$ cat src/rtl/bram_arb_pkg.sv
// -----------------------------------------------------------------------------
// bram_arb_pkg
// Shared defaults and types for the two-port Bram arbiter.
//   WORD_LENGTH : data width of one Bram word
//   ADDR_WIDTH  : Bram address width
//   MEM_DEPTH   : number of valid Bram words (legal addresses 0..MEM_DEPTH-1)
//   MAX_BURST   : beats one owner may take back-to-back while the other waits
//   arbState_t  : arbiter FSM state encoding
// -----------------------------------------------------------------------------
package bram_arb_pkg;

  localparam int WORD_LENGTH = 16;
  localparam int ADDR_WIDTH  = 17;
  localparam int MEM_DEPTH   = 125001;
  localparam int MAX_BURST   = 8;

  typedef enum logic [1:0] {
    IDLE = 2'd0,
    OWN0 = 2'd1,
    OWN1 = 2'd2
  } arbState_t;

  // One-hot port strobe from a port index.
  function automatic logic [1:0] port_onehot(input logic port);
    return port ? 2'b10 : 2'b01;
  endfunction

endpackage

$ cat src/rtl/bram_arb_rsp.sv
// -----------------------------------------------------------------------------
// bram_arb_rsp
// One-cycle response tracker. A beat accepted in cycle N that needs a
// response (any read, or any out-of-range access) is remembered here and
// reported to its port in cycle N+1, when the Bram read data is valid.
// Ports:
//   clock, resetN   : clock, synchronous active-low reset
//   issue_i         : a beat needing a response is accepted this cycle
//   isRead_i        : that beat is a read
//   isErr_i         : that beat addressed beyond the memory
//   port_i          : port index of that beat
//   bramDataOut_i   : Bram read data (valid the cycle after the read)
//   rspValid_o      : per-port read-data strobe
//   rspErr_o        : per-port out-of-range strobe
//   rspData_o       : read data, zero for errors and when idle
// -----------------------------------------------------------------------------
module bram_arb_rsp #(
  parameter int WORD_LENGTH = bram_arb_pkg::WORD_LENGTH
) (
  input  logic                   clock,
  input  logic                   resetN,
  input  logic                   issue_i,
  input  logic                   isRead_i,
  input  logic                   isErr_i,
  input  logic                   port_i,
  input  logic [WORD_LENGTH-1:0] bramDataOut_i,
  output logic [1:0]             rspValid_o,
  output logic [1:0]             rspErr_o,
  output logic [WORD_LENGTH-1:0] rspData_o
);

  import bram_arb_pkg::*;

  logic pend_q;
  logic read_q;
  logic err_q;
  logic port_q;
  logic live;

  always_ff @(posedge clock) begin
    if (!resetN) begin
      pend_q <= 1'b0;
    end else begin
      pend_q <= issue_i;
    end
  end

  // Beat attributes only matter while pend_q is set, so they need no reset.
  always_ff @(posedge clock) begin
    if (issue_i) begin
      read_q <= isRead_i;
      err_q  <= isErr_i;
      port_q <= port_i;
    end
  end

  // Outputs are also gated by resetN so a response pending when reset
  // arrives is never shown.
  assign live = resetN & pend_q;

  always_comb begin
    rspValid_o = 2'b00;
    rspErr_o   = 2'b00;
    rspData_o  = '0;
    if (live) begin
      if (read_q) begin
        rspValid_o = port_onehot(port_q);
      end
      if (err_q) begin
        rspErr_o = port_onehot(port_q);
      end
      if (read_q && !err_q) begin
        rspData_o = bramDataOut_i;
      end
    end
  end

endmodule

$ cat src/rtl/bram_arbiter.sv
// -----------------------------------------------------------------------------
// bram_arbiter
// Two-port arbiter in front of a single-port Bram. One port owns the Bram at
// a time (IDLE -> OWN0/OWN1); the owner transfers one beat per cycle while
// its reqValid is high. Reads return data on rspData one cycle after they
// are accepted; out-of-range beats never reach the Bram and raise rspErr.
//
// Build option:
//   BRAM_ARB_ROUND_ROBIN_EN  defined   : IDLE grants the port not granted most
//                                        recently, and an owner is switched
//                                        out after MAX_BURST beats when the
//                                        other port is waiting.
//                            undefined : port 0 always wins and may hold the
//                                        Bram indefinitely.
// Ports:
//   clock, resetN              : clock, synchronous active-low reset
//   reqValid/reqWrite[1:0]     : per-port request and direction (1 = write)
//   reqAddr0/1, reqData0/1     : per-port address and write data
//   reqReady[1:0]              : per-port accept (only the owner)
//   rspValid/rspErr[1:0]       : per-port read strobe / out-of-range strobe
//   rspData                    : shared read data
//   bramEnable/WriteEnable     : Bram controls
//   bramAddress, bramDataIn    : Bram address and write data
//   bramDataOut                : Bram read data, one cycle after the read
// -----------------------------------------------------------------------------
module bram_arbiter #(
  parameter int WORD_LENGTH = bram_arb_pkg::WORD_LENGTH,
  parameter int ADDR_WIDTH  = bram_arb_pkg::ADDR_WIDTH,
  parameter int MEM_DEPTH   = bram_arb_pkg::MEM_DEPTH,
  parameter int MAX_BURST   = bram_arb_pkg::MAX_BURST
) (
  input  logic                   clock,
  input  logic                   resetN,
  input  logic [1:0]             reqValid,
  input  logic [1:0]             reqWrite,
  input  logic [ADDR_WIDTH-1:0]  reqAddr0,
  input  logic [ADDR_WIDTH-1:0]  reqAddr1,
  input  logic [WORD_LENGTH-1:0] reqData0,
  input  logic [WORD_LENGTH-1:0] reqData1,
  output logic [1:0]             reqReady,
  output logic [1:0]             rspValid,
  output logic [WORD_LENGTH-1:0] rspData,
  output logic [1:0]             rspErr,
  output logic                   bramEnable,
  output logic                   bramWriteEnable,
  output logic [ADDR_WIDTH-1:0]  bramAddress,
  output logic [WORD_LENGTH-1:0] bramDataIn,
  input  logic [WORD_LENGTH-1:0] bramDataOut
);

  import bram_arb_pkg::*;

  // One extra bit so a depth equal to 2**ADDR_WIDTH still compares correctly.
  localparam logic [ADDR_WIDTH:0] DEPTH_W    = (ADDR_WIDTH+1)'(MEM_DEPTH);
  localparam logic [3:0]          BURST_LAST = 4'(MAX_BURST - 1);
`ifdef BRAM_ARB_ROUND_ROBIN_EN
  localparam bit                  BURST_LIMIT_EN = 1'b1;
`else
  localparam bit                  BURST_LIMIT_EN = 1'b0;
`endif

  arbState_t              state_q, state_d;
  logic [3:0]             burstCnt_q, burstCnt_d;
`ifdef BRAM_ARB_ROUND_ROBIN_EN
  // Port granted most recently; reset to 1 so port 0 has first priority.
  logic                   lastOwner_q, lastOwner_d;
`endif

  logic                   owner;
  logic                   curValid;
  logic                   curWrite;
  logic [ADDR_WIDTH-1:0]  curAddr;
  logic [WORD_LENGTH-1:0] curData;
  logic                   otherReq;
  logic                   accept;
  logic                   inRange;
  logic                   issue;
  logic                   burstEnd;
  logic                   grantPort;

  // Current owner's request, selected by state (OWN1 -> port 1).
  assign owner    = (state_q == OWN1);
  assign curValid = reqValid[owner];
  assign curWrite = reqWrite[owner];
  assign curAddr  = owner ? reqAddr1 : reqAddr0;
  assign curData  = owner ? reqData1 : reqData0;
  assign otherReq = reqValid[~owner];

  always_comb begin
    reqReady = 2'b00;
    if (resetN) begin
      case (state_q)
        OWN0:    reqReady = 2'b01;
        OWN1:    reqReady = 2'b10;
        default: reqReady = 2'b00;
      endcase
    end
  end

  assign accept   = |(reqValid & reqReady);
  assign inRange  = ({1'b0, curAddr} < DEPTH_W);
  assign issue    = accept & inRange;
  assign burstEnd = BURST_LIMIT_EN & accept & (burstCnt_q == BURST_LAST) & otherReq;

  // IDLE winner: with both requesting, the port not granted last time.
`ifdef BRAM_ARB_ROUND_ROBIN_EN
  assign grantPort = (reqValid == 2'b11) ? ~lastOwner_q : reqValid[1];
`else
  assign grantPort = ~reqValid[0];
`endif

  always_comb begin
    state_d = state_q;
    case (state_q)
      IDLE: begin
        if (|reqValid) begin
          state_d = grantPort ? OWN1 : OWN0;
        end
      end
      OWN0, OWN1: begin
        if (!curValid) begin
          if (otherReq) begin
            state_d = owner ? OWN0 : OWN1;
          end else begin
            state_d = IDLE;
          end
        end else if (burstEnd) begin
          state_d = owner ? OWN0 : OWN1;
        end
      end
      default: state_d = IDLE;
    endcase
  end

  always_comb begin
    burstCnt_d = burstCnt_q;
    if (state_d != state_q) begin
      burstCnt_d = 4'd0;
    end else if (accept) begin
      burstCnt_d = burstCnt_q + 4'd1;
    end
  end

`ifdef BRAM_ARB_ROUND_ROBIN_EN
  always_comb begin
    lastOwner_d = lastOwner_q;
    if ((state_d != state_q) && (state_d != IDLE)) begin
      lastOwner_d = (state_d == OWN1);
    end
  end
`endif

  always_ff @(posedge clock) begin
    if (!resetN) begin
      state_q     <= IDLE;
      burstCnt_q  <= 4'd0;
`ifdef BRAM_ARB_ROUND_ROBIN_EN
      lastOwner_q <= 1'b1;
`endif
    end else begin
      state_q     <= state_d;
      burstCnt_q  <= burstCnt_d;
`ifdef BRAM_ARB_ROUND_ROBIN_EN
      lastOwner_q <= lastOwner_d;
`endif
    end
  end

  // Bram side is driven only by a legal accepted beat, zero otherwise.
  always_comb begin
    bramEnable      = issue;
    bramWriteEnable = issue & curWrite;
    bramAddress     = '0;
    bramDataIn      = '0;
    if (issue) begin
      bramAddress = curAddr;
      bramDataIn  = curData;
    end
  end

  // Reads always answer; writes answer only when they are out of range.
  bram_arb_rsp #(
    .WORD_LENGTH (WORD_LENGTH)
  ) u_rsp (
    .clock         (clock),
    .resetN        (resetN),
    .issue_i       (accept & (~curWrite | ~inRange)),
    .isRead_i      (~curWrite),
    .isErr_i       (~inRange),
    .port_i        (owner),
    .bramDataOut_i (bramDataOut),
    .rspValid_o    (rspValid),
    .rspErr_o      (rspErr),
    .rspData_o     (rspData)
  );

endmodule

$ cat config.mk
export PLATFORM = sky130hd
export DESIGN_NAME = bram_arbiter
export DESIGN_NICKNAME = d
export VERILOG_FILES = /design/src/rtl/bram_arb_pkg.sv /design/src/rtl/bram_arb_rsp.sv /design/src/rtl/bram_arbiter.sv
export SDC_FILE = /design/constraint.sdc
export NUM_CORES = 1
export LEC_CHECK = 0
export BUFFER_PORTS_ARGS = -buffer_cell sky130_fd_sc_hd__buf_2
export CAP_MARGIN = 20
export CORE_MARGIN = 4
export CORE_UTILIZATION = 36
export DETAILED_ROUTE_END_ITERATION = 12
export GPL_TIMING_DRIVEN = 0
export HOLD_SLACK_MARGIN = 0.02
export PLACE_DENSITY = 0.77
export SLEW_MARGIN = 5
export SYNTH_ARGS = -nofsm -noshare
export SYNTH_HDL_FRONTEND = slang
export SYNTH_SLANG_ARGS = --single-unit
$ cat constraint.sdc
create_clock -name clock -period 2.9 [get_ports clock]
set_input_delay 0 -clock clock [delete_from_list [all_inputs] [get_ports clock]]
set_output_delay 0 -clock clock [all_outputs]
set_load 0.005 [all_outputs]
* Word-level counts from Yosys, hierarchy flattened
Index checks and enable logic that the tools add are counted.
** Cells by class
- Magnitude comparators :: 3
- Eq/ne operators :: 4
- Multiplexer cells :: 25
- Bitwise logic cells :: 9
- Reductions and logical operators :: 7
** Operator list (count)
- $mux 16 :: 4
- $mux 17 :: 2
- $mux 2 :: 11
- $lt 17x17->1 const B :: 1
- $pmux 2 s2 :: 2
- $mux 1 :: 6
- $reduce_or 2->1 :: 3
- $and 1x1->1 :: 4
- $lt 1x2->1 const B :: 2
- $ne 2x2->1 const B :: 2
- $not 1->1 :: 3
- $and 2x2->2 :: 1
- $eq 2x1->1 const B :: 1
- $eq 2x2->1 const B :: 1
- $logic_not 2->1 :: 1
- $reduce_and 2->1 :: 1
- $logic_and 1x1->1 :: 1
- $logic_not 1->1 :: 1
- $or 1x1->1 :: 1
** Word-level totals
- Register bits :: 6
- Input bits :: 88
- Output and inout bits :: 57
- Logic and storage cells :: 53

* Logic depth before layout (Yosys ltp)
- Depth after elaboration :: 7
- Mapped depth :: 9
- Mapped depth without buffers :: 6

* Hierarchy
From an unflattened synthesis, not the netlist that was laid out.
** Second synthesis, totals
- Cell total of the unflattened synthesis :: 171
- Area total of the unflattened synthesis :: 1561.5 um2
** Modules (own cells, without submodules)
- bram_arbiter :: times used 1, cells an instance 143, area each 1266.2 um2, seq. area each 40.0 um2
- bram_arb_rsp :: times used 1, cells an instance 28, area each 295.3 um2, seq. area each 110.1 um2

* Worst setup path before layout
No wires, ideal clock.
- Kind :: register -> register
- From :: reg state_q[0]
- To :: reg u_rsp.err_q, enable pin
- Library setup time :: 304 ps
- Arrival time :: 1876 ps
- Data required time :: 2596 ps
- Path slack :: 720 ps
- Stages on the path, launching flop included :: 8
- Path buffers :: 1
- Period minus slack after synthesis :: 2180 ps
- Cell sequence :: dfxtp_1 -> inv_1 -> ha_1 -> buf_6 -> nor3b_1 -> o32a_1 -> nor2_1 -> o311a_1
** Between the ends
- Longest elaborated chain between the ends :: 6
- Elaborated cells on any way between the ends :: 14
- Those cells by class :: 1 x order compare; 2 x eq/ne; 5 x mux; 5 x bitwise; 1 x reduce/logical
** RTL lines
- start, declared :: line bram_arbiter.sv:62 : arbState_t state_q, state_d;
- start signal, assigned :: line bram_arbiter.sv:161 : state_q <= state_d;
- $eq 2x2->1 * :: line bram_arbiter.sv:82 : assign owner = (state_q == OWN1);
- via owner :: line bram_arbiter.sv:69 : logic owner;
- $mux 17, or another cell as far along :: line bram_arbiter.sv:85 : assign curAddr = owner ? reqAddr1 : reqAddr0;
- $lt 17x17->1, or another cell as far along :: line bram_arbiter.sv:101 : assign inRange = ({1'b0, curAddr} < DEPTH_W);
- $not 1->1 or $and 2x2->2 (tied branches) :: line bram_arbiter.sv:187, bram_arbiter.sv:100
- $or 1x1->1 or $reduce_or 2->1 (tied branches) :: line bram_arbiter.sv:187, bram_arbiter.sv:100
- $and 1x1->1 * :: line bram_arbiter.sv:187 : .issue_i (accept & (~curWrite | ~inRange)),
- via u_rsp.issue_i :: line bram_arb_rsp.sv:22 : input logic issue_i,
- end signal, assigned :: line bram_arb_rsp.sv:52 : err_q <= isErr_i;
- end, declared :: line bram_arb_rsp.sv:36 : logic err_q;
Mark *: on every way through the listed nets, which the timed path passes. The rest lies on a longest branch. The select of a mux whose other input is x is not followed.
A chain may end at the register's enable or synchronous reset.

* Worst setup path after layout
- From :: reg state_q[0]
- To :: out bramAddress[6]
** Between the ends
- Longest elaborated chain between the ends :: 7
- Elaborated cells on any way between the ends :: 10
- Those cells by class :: 1 x order compare; 2 x eq/ne; 4 x mux; 2 x bitwise; 1 x reduce/logical
** RTL lines
- $eq 2x2->1 * :: line bram_arbiter.sv:82
- via owner :: line bram_arbiter.sv:69
- branches (longest 5 deep; another with $lt 17x17->1)
- $mux 17 * :: line bram_arbiter.sv:175 : if (issue) begin
- end, declared :: line bram_arbiter.sv:46 : output logic [ADDR_WIDTH-1:0] bramAddress,
Mark *: on every way through the listed nets, which the timed path passes.

==> run_results.csv <==
group,metric,value,unit
status,outcome,"finished clean",
grt,grt_pass1_wl,8.47,mm
synth,syn_nets,274,
floorplan,ioPinCount,145,
critical_path,critPathLaunchType,"flip-flop",
detailed_routing,drt_wl_total,5.75,mm
critical_path,reg2reg_depth,7,
floorplan,die_y,75.8,um
clock_network,cts_htree_levels,1,
synth,synth_edf_count,3,
layout,seq_area,150,um^2
sta,finalMaxSlewViolations,0,
detailed_routing,avgRoutedWirePerCell,15.1,um
grt,grt_max_degree,11,
clock_network,postCtsHoldBufs,0,
clock_network,cts_num_sinks,6,
sta,post-route-period-util,0.914,
detailed_routing,routed.top_layer,"met4",
synth,synth_seq_area_share,0.0908,
detailed_routing,wl_met3,599,um
sta,finalHoldViolations,0,
critical_path,worstReg2RegStart,"state_q[0]$_SDFFE_PN0P_",
detailed_routing,drt-met1-wl,2.21,mm
synth,ys_seq_elements,6,
placed_design,place.gp.congestion,0.784,
synth,async_flop_share,0,
clock_network,cts.root.buffer_cell,"clkbuf_8",
critical_path,crit_type,"reg2out",
sta,timing.hold.ws,0.0735,ns
floorplan,design.core.area,4410,um^2
layout,diodes,0,
grt,antenna_found_initial,0,
placed_design,place_worst_setup_slack,0.465,ns
layout,multiInputGateArea,1340,um^2
clock_network,tritoncts,"yes",
sta,tightest_slew,0.710,ns
layout,area_delta_synth_final,50.2,%
detailed_routing,antenna_left,0,
critical_path,end_kind,"primary output",
clock_network,post_cts_buffers,0,
grt,grt_overflow,0,
power,power.density,339,nW/um^2
clock_network,clockBufferDepth,2,
synth,syn_area_per_cell,9.09,um^2
sta,setup_viol,0,
layout,layout-drive-gt1-share,0.594,
detailed_routing,drcViolationCount,0,
synth,synth_cells,182,
synth,yosys_warnings,0,
sta,fmax,0.377,GHz
detailed_routing,first_iter_violations,74,
clock_network,numCtsBuffers,3,
worst_hold_path,hp-start,"resetN",
detailed_routing,vias_per_cell,5.54,
power,ir_drop,0.161,mV
sta,setup-tns-final,0,ns
critical_path,ff2ff_setup_slack,0.41,ns
floorplan,die_x,75.8,um
job,maxCapViolCount,0,
layout,fin_util,0.563,
floorplan,die_area,5740,um^2
clock_network,clk_latency,0.23,ns
floorplan,rows,24,
detailed_routing,vias,2117,
worst_hold_path,min_path_cells,3,
grt,grt_pass1_vias,1869,
worst_hold_path,min_path_type,"in2reg",
detailed_routing,met2WireLength,2.90,mm
power,total_power,0.842,mW
critical_path,worstPathRequired,2.90,ns
clock_network,clk_pin_slew,0.04,ns
synth,ys_types,42,
layout,fillers,426,
sta,period_needed,2.65,ns
sta,slew_headroom,0.526,
placed_design,place_hpwl,4.79,mm
critical_path,worst_ep_arrival_time,2.65,ns
sta,fin_ws,0.250,ns
power,p_leak,1.18,nW
grt,grtUsageTotal,0.184,
worst_hold_path,min_to,"state_q[1]$_SDFFE_PN0P_",
floorplan,initial_utilization,0.375,
critical_path,reg2reg_to,"u_rsp.read_q$_DFFE_PP_",
synth,synth_flop_cell,"edfxtp_1",
placed_design,port_buffers,144,
detailed_routing,drtPass1Iterations,4,
sta,fin_worst_skew,0.000213,ns
layout,nNetsFinal,423,
synth,syn_area,1650,um^2
critical_path,crit_fanout,10,
clock_network,postCtsResizedCells,0,
sta,rsz0062_at_grt,"no",
per-stage QoR:
stage                     std cells  cell area [um^2]
after CTS                       382              2480
final                           382              2480
after detailed placement        378              2440
after floorplan                 182              1650
after global placement          378              2440
after global routing            382              2480
per-layer routing:
| metal | up-vias | global-route usage |
|---|---|---|
| met2 | 110 | 0.339 |
| li1 | 1023 | - |
| met1 | 981 | 0.230 |
| met4 | 0 | 0.0350 |
| met3 | 3 | 0.0211 |
| met5 | - | 0 |
how the worst max path moves through the flow:
stage / start / end / slack (ns) / depth (start not counted)
after floorplan: state_q[0]$_SDFFE_PN0P_ / u_rsp.err_q$_DFFE_PP_ / 0.72 / 7
after global placement: state_q[0]$_SDFFE_PN0P_ / u_rsp.port_q$_DFFE_PP_ / 0.49 / 7
after detailed placement: state_q[0]$_SDFFE_PN0P_ / u_rsp.port_q$_DFFE_PP_ / 0.47 / 7
after CTS: state_q[0]$_SDFFE_PN0P_ / bramAddress[6] / 0.26 / 10
after global routing: state_q[0]$_SDFFE_PN0P_ / bramEnable / 0.11 / 8
final: state_q[0]$_SDFFE_PN0P_ / bramAddress[6] / 0.25 / 10
synth_stat cells, types with 4 or more instances:
library cell	n	area, um^2
a2111oi_1	5	50.1
o21ai_0	5	25.0
mux2i_1	32	320
buf_6	4	45.0
nand2_1	4	15.0
nor2_1	10	37.5
a2111oi_2	25	375
inv_1	6	22.5
and2_1	17	106
clkbuf_1	5	18.8
nand3_1	4	20.0
ha_1	4	50.1
buf_4	4	30.0
buf_2	8	40.0
nand4_1	4	25.0
worst max-delay path, cell delays in order, from the launching register on:
cell and delay [ns]:
dfxtp_1 0.39, inv_1 0.08, ha_1 0.28, buf_6 0.18, nor4_1 0.27, nand2_1 0.09, a22o_1 0.27, buf_6 0.15
buf_6 0.15, o41ai_2 0.37, buf_2 0.19
registers in the layout (all words and copies together) (netlist names):
name	cells
state_q	2
u_rsp.port_q	1
u_rsp.pend_q	1
u_rsp.err_q	1
u_rsp.read_q	1
placed cells by master (no fill, tap or decap), types with 2 or more instances in the layout:
cell type / synthesis / layout
nand3_1: 4 / 4
nor3_1: 3 / 3
o311a_1: 2 / 2
clkbuf_1: 5 / 6
o41ai_2: 3 / 3
buf_6: 4 / 4
o21ai_0: 5 / 5
nand4_1: 4 / 4
nor3b_1: 3 / 3
edfxtp_1: 3 / 3
a21oi_1: 3 / 3
nor2_1: 10 / 10
ha_1: 4 / 4
mux2_2: 2 / 2
buf_4: 4 / 4
nand2_1: 4 / 4
buf_2: 8 / 152
clkbuf_8: 0 / 3
a2111oi_1: 5 / 5
dfxtp_1: 3 / 3
mux2i_1: 32 / 32
a2111oi_2: 25 / 25
nand2b_1: 2 / 2
or3_1: 2 / 2
and2_1: 17 / 17
nand4b_1: 3 / 3
inv_1: 6 / 6
cell type report:
type / instances / area share
Buffer: 22 / 0.0554
Clock buffer: 4 / 0.0181
Inverter: 7 / 0.0106
Multi-Input combinational cell: 147 / 0.539
Sequential cell: 6 / 0.0604
Tap cell: 52 / 0.0262
Timing Repair Buffer: 144 / 0.290
where the power goes:
group / internal (mW) / switching [mW]
Combinational: 0.273 / 0.321
Clock: 0.0949 / 0.0398
Sequential: 0.103 / 0.0104
Total: 0.471 / 0.371
kinds of logic after synthesis:
group | after synthesis | synth area share
and+or+nand+nor | 55 | 0.189
buffers and inverters | 29 | 0.0991
AOI/OAI and AO/OA | 53 | 0.375
muxes | 35 | 0.216
adders and majority gates | 4 | 0.0303
DFF | 6 | 0.0908
No activity file was read; power rests on OpenSTA's default activity.
